## src/rtl/alu_exec_if.sv

```systemverilog
// Request/response bundle between the ALU control decoder side and alu_exec.
// The master drives the request fields, the slave (alu_exec) returns registered status and result.
interface alu_exec_if #(
    parameter int unsigned WIDTH = 32
);
    logic             start;
    logic [3:0]       op;
    logic [WIDTH-1:0] a;
    logic [WIDTH-1:0] b;
    logic [4:0]       shamt;
    logic             busy;
    logic             done;
    logic [WIDTH-1:0] result;
    logic             zero;
    logic             overflow;
    logic             err;

    modport master (
        output start, op, a, b, shamt,
        input  busy, done, result, zero, overflow, err
    );

    modport slave (
        input  start, op, a, b, shamt,
        output busy, done, result, zero, overflow, err
    );
endinterface

```

## src/rtl/alu_exec.sv

```systemverilog
// Registered ALU execution unit: single-cycle arithmetic/logic ops and an
// iterative one-bit-per-cycle shifter behind a start/busy/done handshake.
module alu_exec (
    input  logic       clk,
    input  logic       rst,
    alu_exec_if.slave  bus
);
    localparam int unsigned WIDTH = 32;
    localparam int unsigned SW    = 5;

    localparam logic [3:0] OP_ADD = 4'd0;
    localparam logic [3:0] OP_SUB = 4'd1;
    localparam logic [3:0] OP_AND = 4'd2;
    localparam logic [3:0] OP_OR  = 4'd3;
    localparam logic [3:0] OP_XOR = 4'd4;
    localparam logic [3:0] OP_NOR = 4'd5;
    localparam logic [3:0] OP_SLL = 4'd6;
    localparam logic [3:0] OP_SRL = 4'd7;

    typedef enum logic [1:0] {
        IDLE  = 2'd0,
        SHIFT = 2'd1,
        DONE  = 2'd2
    } state_t;

    state_t           state;
    logic [WIDTH-1:0] acc;
    logic [SW-1:0]    cnt;
    logic             shift_left;

    logic [WIDTH-1:0] sum_c;
    logic [WIDTH-1:0] diff_c;
    logic [WIDTH-1:0] alu_res_c;
    logic             alu_ovf_c;
    logic             alu_err_c;
    logic             is_shift_c;
    logic [WIDTH-1:0] acc_step_c;

    // Single-cycle result for the op currently presented; shifts by zero pass b through.
    always_comb begin
        sum_c      = bus.a + bus.b;
        diff_c     = bus.a - bus.b;
        alu_res_c  = '0;
        alu_ovf_c  = 1'b0;
        alu_err_c  = 1'b0;
        is_shift_c = 1'b0;
        case (bus.op)
            OP_ADD: begin
                alu_res_c = sum_c;
                alu_ovf_c = (bus.a[WIDTH-1] == bus.b[WIDTH-1]) &&
                            (sum_c[WIDTH-1] != bus.a[WIDTH-1]);
            end
            OP_SUB: begin
                alu_res_c = diff_c;
                alu_ovf_c = (bus.a[WIDTH-1] != bus.b[WIDTH-1]) &&
                            (diff_c[WIDTH-1] != bus.a[WIDTH-1]);
            end
            OP_AND: alu_res_c = bus.a & bus.b;
            OP_OR:  alu_res_c = bus.a | bus.b;
            OP_XOR: alu_res_c = bus.a ^ bus.b;
            OP_NOR: alu_res_c = ~(bus.a | bus.b);
            OP_SLL, OP_SRL: begin
                alu_res_c  = bus.b;
                is_shift_c = 1'b1;
            end
            default: alu_err_c = 1'b1;
        endcase
    end

    // One-bit shift step of the accumulator, zero fill in both directions.
    always_comb begin
        acc_step_c = shift_left ? {acc[WIDTH-2:0], 1'b0} : {1'b0, acc[WIDTH-1:1]};
    end

    always_ff @(posedge clk) begin
        if (rst) begin
            state        <= IDLE;
            acc          <= '0;
            cnt          <= '0;
            shift_left   <= 1'b0;
            bus.busy     <= 1'b0;
            bus.done     <= 1'b0;
            bus.result   <= '0;
            bus.zero     <= 1'b0;
            bus.overflow <= 1'b0;
            bus.err      <= 1'b0;
        end else begin
            case (state)
                IDLE, DONE: begin
                    bus.done <= 1'b0;
                    bus.busy <= 1'b0;
                    state    <= IDLE;
                    if (bus.start) begin
                        if (is_shift_c && (bus.shamt != SW'(0))) begin
                            acc        <= bus.b;
                            cnt        <= bus.shamt;
                            shift_left <= (bus.op == OP_SLL);
                            bus.busy   <= 1'b1;
                            state      <= SHIFT;
                        end else begin
                            bus.result   <= alu_res_c;
                            bus.zero     <= (alu_res_c == '0);
                            bus.overflow <= alu_ovf_c;
                            bus.err      <= alu_err_c;
                            bus.done     <= 1'b1;
                            state        <= DONE;
                        end
                    end
                end
                SHIFT: begin
                    acc <= acc_step_c;
                    cnt <= cnt - SW'(1);
                    // Final step: publish only the completed value, never intermediates.
                    if (cnt == SW'(1)) begin
                        bus.result   <= acc_step_c;
                        bus.zero     <= (acc_step_c == '0);
                        bus.overflow <= 1'b0;
                        bus.err      <= 1'b0;
                        bus.busy     <= 1'b0;
                        bus.done     <= 1'b1;
                        state        <= DONE;
                    end
                end
                default: begin
                    bus.busy <= 1'b0;
                    bus.done <= 1'b0;
                    state    <= IDLE;
                end
            endcase
        end
    end
endmodule
```

## src/flat_wrapper.sv

```systemverilog
// flat-port wrapper written by rule: the top's interface ports become plain ports
module alu_exec_flat 
  (clk, rst, bus_start, bus_op, bus_a, bus_b, bus_shamt, bus_busy, bus_done, bus_result, bus_zero, bus_overflow, bus_err);
  alu_exec_if bus_i ();
  input  logic clk;
  input  logic rst;
  input wire logic [$bits(bus_i.start)-1:0] bus_start;
  input wire logic [$bits(bus_i.op)-1:0] bus_op;
  input wire logic [$bits(bus_i.a)-1:0] bus_a;
  input wire logic [$bits(bus_i.b)-1:0] bus_b;
  input wire logic [$bits(bus_i.shamt)-1:0] bus_shamt;
  output wire logic [$bits(bus_i.busy)-1:0] bus_busy;
  output wire logic [$bits(bus_i.done)-1:0] bus_done;
  output wire logic [$bits(bus_i.result)-1:0] bus_result;
  output wire logic [$bits(bus_i.zero)-1:0] bus_zero;
  output wire logic [$bits(bus_i.overflow)-1:0] bus_overflow;
  output wire logic [$bits(bus_i.err)-1:0] bus_err;
  assign bus_i.start = bus_start;
  assign bus_i.op = bus_op;
  assign bus_i.a = bus_a;
  assign bus_i.b = bus_b;
  assign bus_i.shamt = bus_shamt;
  assign bus_busy = bus_i.busy;
  assign bus_done = bus_i.done;
  assign bus_result = bus_i.result;
  assign bus_zero = bus_i.zero;
  assign bus_overflow = bus_i.overflow;
  assign bus_err = bus_i.err;
  alu_exec u_core (.clk(clk), .rst(rst), .bus(bus_i));
endmodule
```

## config.mk

```make
export PLATFORM = sky130hd
export DESIGN_NAME = alu_exec_flat
export DESIGN_NICKNAME = d
export VERILOG_FILES = /design/src/rtl/alu_exec_if.sv /design/src/rtl/alu_exec.sv /design/src/flat_wrapper.sv
export SDC_FILE = /design/constraint.sdc
export NUM_CORES = 1
export LEC_CHECK = 0
export BUFFER_PORTS_ARGS = -buffer_cell sky130_fd_sc_hd__buf_2
export CORE_MARGIN = 4
export CORE_UTILIZATION = 35
export CTS_CLUSTER_SIZE = 40
export DETAILED_ROUTE_END_ITERATION = 10
export PLACE_DENSITY = 0.61
export SYNTH_ARGS = -nofsm -noshare
export SYNTH_HDL_FRONTEND = slang
export SYNTH_SLANG_ARGS = --single-unit
export TNS_END_PERCENT = 30
```

## constraint.sdc

```tcl
create_clock -name clk -period 3.65 [get_ports clk]
set_input_delay 0.73 -clock clk [delete_from_list [all_inputs] [get_ports clk]]
set_output_delay 0.73 -clock clk [all_outputs]
set_load 0.03 [all_outputs]
```

==> qor.json <==
{
  "post-layout-total-power": {"value": 3.71, "unit": "mW"},
  "detailedPlacementHpwl": {"value": 35.8, "unit": "mm"},
  "layout_common_cells": {"value": "sky130_fd_sc_hd__buf_4 (329), sky130_fd_sc_hd__nor2_1 (141), sky130_fd_sc_hd__nand2_1 (140), sky130_fd_sc_hd__a21oi_1 (133), sky130_fd_sc_hd__buf_2 (110)"},
  "finalHoldViolCount": {"value": 0},
  "grt_pass1_vias": {"value": 12000},
  "irDropWorstVdd": {"value": 0.000201, "unit": "V"},
  "rows": {"value": 61},
  "worstSkewPairLatency": {"value": 0.33, "unit": "ns"},
  "final_antenna_net_count": {"value": 0},
  "clk_path_buf_depth": {"value": 2},
  "number_of_flops_mapped_to_enable_cells_by_yosys": {"value": 0},
  "synth_ff_type": {"value": "sky130_fd_sc_hd__dfxtp_1"},
  "run_status": {"value": "complete, no violations"},
  "netlist_instances": {"value": 1376},
  "floorplan.die.height": {"value": 176, "unit": "microns"},
  "fin_skew": {"value": 0.00733, "unit": "ns"},
  "clockRootBuffer": {"value": "sky130_fd_sc_hd__clkbuf_16"},
  "floorplan.initialDensity": {"value": 0.355},
  "final_layout_size_suffix_gt1_frac": {"value": 0.339},
  "grt-ovfl-total": {"value": 0},
  "worst_r2r_path_depth": {"value": 9},
  "avgViaCountPerCell": {"value": 5.78},
  "drt-initial-drc-count": {"value": 1157},
  "worst_setup_path_start_kind": {"value": "input port"},
  "portBuffers": {"value": 112},
  "grt.total_usage": {"value": 0.274},
  "maxSlewViolCount": {"value": 0},
  "tritoncts.num_buffers": {"value": 9},
  "power_density": {"value": 270, "unit": "nW/um^2"},
  "htree_levels": {"value": 3},
  "area_delta_synth_final": {"value": 39.0, "unit": "%"},
  "criticalPathCategory": {"value": "input port to register"},
  "cts.sinks": {"value": 75},
  "yosysWarnings": {"value": 0},
  "layout_commonest_cell": {"value": "sky130_fd_sc_hd__buf_4"},
  "die_area": {"value": 31000, "unit": "sq um"},
  "period_minus_slack": {"value": 3.57, "unit": "ns"},
  "critPathMaxFanout": {"value": 5},
  "route.detailed.drc": {"value": 0},
  "clkSlewWorstSetupHoldPaths": {"value": 0.06, "unit": "ns"},
  "worstHoldPathCells": {"value": 2},
  "ys_seq_area_frac": {"value": 0.152},
  "yosys_register_bits": {"value": 75},
  "grt_pass1_wl": {"value": 67.6, "unit": "mm"},
  "postSynth.asyncResetShare": {"value": 0},
  "crit_path_end_kind": {"value": "register"},
  "worst-endpoint-arrival": {"value": 3.84, "unit": "ns"},
  "n_antenna_cell": {"value": 0},
  "cts_tree": {"value": "yes"},
  "wl_per_cell": {"value": 20.9, "unit": "microns"},
  "setup_viol": {"value": 0},
  "leakagePower": {"value": 6.20, "unit": "nW"},
  "setup_tns": {"value": 0, "unit": "ns"},
  "drv.max_cap_violation_count": {"value": 0},
  "die_width": {"value": 176, "unit": "microns"},
  "max_freq": {"value": 280, "unit": "MHz"},
  "timing_worst_slew_pin_value": {"value": 0.834, "unit": "ns"},
  "drtPass1Iterations": {"value": 6},
  "place_congestion": {"value": 0.995},
  "io-pin-count": {"value": 113},
  "total_nets_after_synthesis": {"value": 1560},
  "cts_hold_buffers": {"value": 0},
  "fin_nets": {"value": 1925},
  "grt_setup_unrepaired": {"value": "true"},
  "dr_total_vias": {"value": 12300},
  "grt_max_degree": {"value": 76},
  "crit_required": {"value": 3.92, "unit": "ns"},
  "syn_area_per_cell": {"value": 7.19, "unit": "sq um"},
  "final.period_utilization": {"value": 0.977},
  "synthesis.area": {"value": 9890, "unit": "sq um"},
  "timing.max_slew.rel_slack": {"value": 0.442},
  "core": {"value": 27900, "unit": "sq um"},
  "drt-total-wl": {"value": 44.3, "unit": "mm"},
  "antenna_found_initial": {"value": 0},
  "synth_cell_types": {"value": 108},
  "hold_path.class": {"value": "register to register"}
}
[per-layer routing]
metal,GRT usage,share of wire,vias to the layer above
met5,0,0,-
met4,0.118,0.052,0
met3,0.0351,0.070,134
met2,0.447,0.45,582
met1,0.365,0.42,5769
li1,-,-,5801
[registers in the layout (all words and copies together) (netlist names)]
| signal | count |
|---|---|
| u_core.bus.done | 1 |
| u_core.bus.err | 1 |
| u_core.acc | 32 |
| u_core.bus.zero | 1 |
| u_core.cnt | 5 |
| u_core.state | 1 |
| u_core.shift_left | 1 |
| u_core.bus.result | 32 |
| u_core.bus.overflow | 1 |
[through the flow]
stage               worst slack (ns)   util  hold slack (ns)  cell area, sq um  instances
detailed placement            -0.469  0.468            0.445             13000       2102
finish                        0.0835  0.494            0.453             13700       2124
floorplan                      0.266      -            0.443              9890       1376
global placement              -0.411  0.468            0.438             13000       2102
CTS                           0.0104  0.480            0.453             13400       2118
global route                 -0.0467  0.494            0.464             13700       2124
[layout make-up]
class | instances | area, sq um
repair buffers | 445 | 3110
clock buffers | 11 | 243
clock inverters | 5 | 52.6
flip-flops and latches | 75 | 1500
inverters | 99 | 374
multi-input cells | 1111 | 7990
fillers | 2812 | 14100
well taps | 378 | 473
[cells in the mapped netlist (11+ instances only)]
| library cell | n | area, sq um |
|---|---|---|
| sky130_fd_sc_hd__inv_1 | 94 | 353 |
| sky130_fd_sc_hd__o21ai_0 | 64 | 320 |
| sky130_fd_sc_hd__nand3_1 | 27 | 135 |
| sky130_fd_sc_hd__nand2_1 | 142 | 533 |
| sky130_fd_sc_hd__nor2b_1 | 18 | 113 |
| sky130_fd_sc_hd__nor2_1 | 144 | 541 |
| sky130_fd_sc_hd__nor4_1 | 11 | 68.8 |
| sky130_fd_sc_hd__dfxtp_1 | 75 | 1500 |
| sky130_fd_sc_hd__a22oi_1 | 34 | 255 |
| sky130_fd_sc_hd__a31oi_1 | 11 | 68.8 |
| sky130_fd_sc_hd__clkbuf_1 | 56 | 210 |
| sky130_fd_sc_hd__a21o_1 | 15 | 113 |
| sky130_fd_sc_hd__o211ai_1 | 18 | 135 |
| sky130_fd_sc_hd__nor3_1 | 30 | 150 |
| sky130_fd_sc_hd__mux2_2 | 18 | 203 |
| sky130_fd_sc_hd__ha_1 | 106 | 1330 |
| sky130_fd_sc_hd__a21oi_1 | 145 | 726 |
| sky130_fd_sc_hd__mux2i_1 | 27 | 270 |
| sky130_fd_sc_hd__buf_2 | 19 | 95.1 |
| sky130_fd_sc_hd__a222oi_1 | 15 | 150 |
| sky130_fd_sc_hd__o21a_1 | 11 | 82.6 |
| sky130_fd_sc_hd__o31ai_1 | 12 | 90.1 |
| sky130_fd_sc_hd__nand2b_1 | 19 | 119 |
| sky130_fd_sc_hd__a221oi_1 | 30 | 263 |
| sky130_fd_sc_hd__nand4_1 | 13 | 81.3 |
| sky130_fd_sc_hd__a211oi_1 | 13 | 97.6 |
[logic make-up after synthesis]
family	synth area share
multiplexers	0.0493
AO/OA/AOI/OAI	0.348
XOR/XNOR	0.00797
AND/OR/NAND/NOR	0.224
adder cells (fa/ha/maj)	0.138
buffers and inverters	0.0809
flip-flops	0.152
[timing repair]
item	4_1_cts	5_1_grt
setup buffers	0	7
endpoints found under the hold margin	0	0
setup endpoints to repair	2	9
cloned	0	0
pin swaps	1	29
gates resized for setup	5	74
[worst max-delay path, cell delays in order]
cell	delay (ns)
sky130_fd_sc_hd__buf_2	0.12
sky130_fd_sc_hd__buf_4	0.15
sky130_fd_sc_hd__ha_1	0.26
sky130_fd_sc_hd__a21oi_1	0.28
sky130_fd_sc_hd__nand2_1	0.18
sky130_fd_sc_hd__o21ai_4	0.23
sky130_fd_sc_hd__buf_4	0.14
sky130_fd_sc_hd__a41o_1	0.19
sky130_fd_sc_hd__nand2_2	0.11
sky130_fd_sc_hd__o41ai_4	0.40
sky130_fd_sc_hd__o31ai_4	0.08
sky130_fd_sc_hd__xnor2_1	0.13
sky130_fd_sc_hd__a221o_1	0.34
sky130_fd_sc_hd__or3_1	0.37
sky130_fd_sc_hd__o21ai_1	0.13
[final timing paths]
kind	from	slack (ns)	endpoint
max	bus_b[7]	0.08	u_core.bus.zero$_SDFFE_PP0P_
min reg2reg	u_core.bus.result[16]$_SDFFE_PP0P_	0.45	u_core.bus.result[16]$_SDFFE_PP0P_
min	u_core.bus.result[16]$_SDFFE_PP0P_	0.45	u_core.bus.result[16]$_SDFFE_PP0P_
max reg2reg	u_core.shift_left$_SDFFE_PP0P_	0.63	u_core.bus.zero$_SDFFE_PP0P_
[where the power goes]
group          total [mW]  internal (mW)  leakage (nW)  switching [mW]
logic                1.93          0.842          5.44            1.09
registers           0.895          0.863         0.611          0.0320
clock network       0.888          0.544         0.145           0.344
total                3.71           2.25          6.20            1.46
Power figures use the tool's default switching activity.
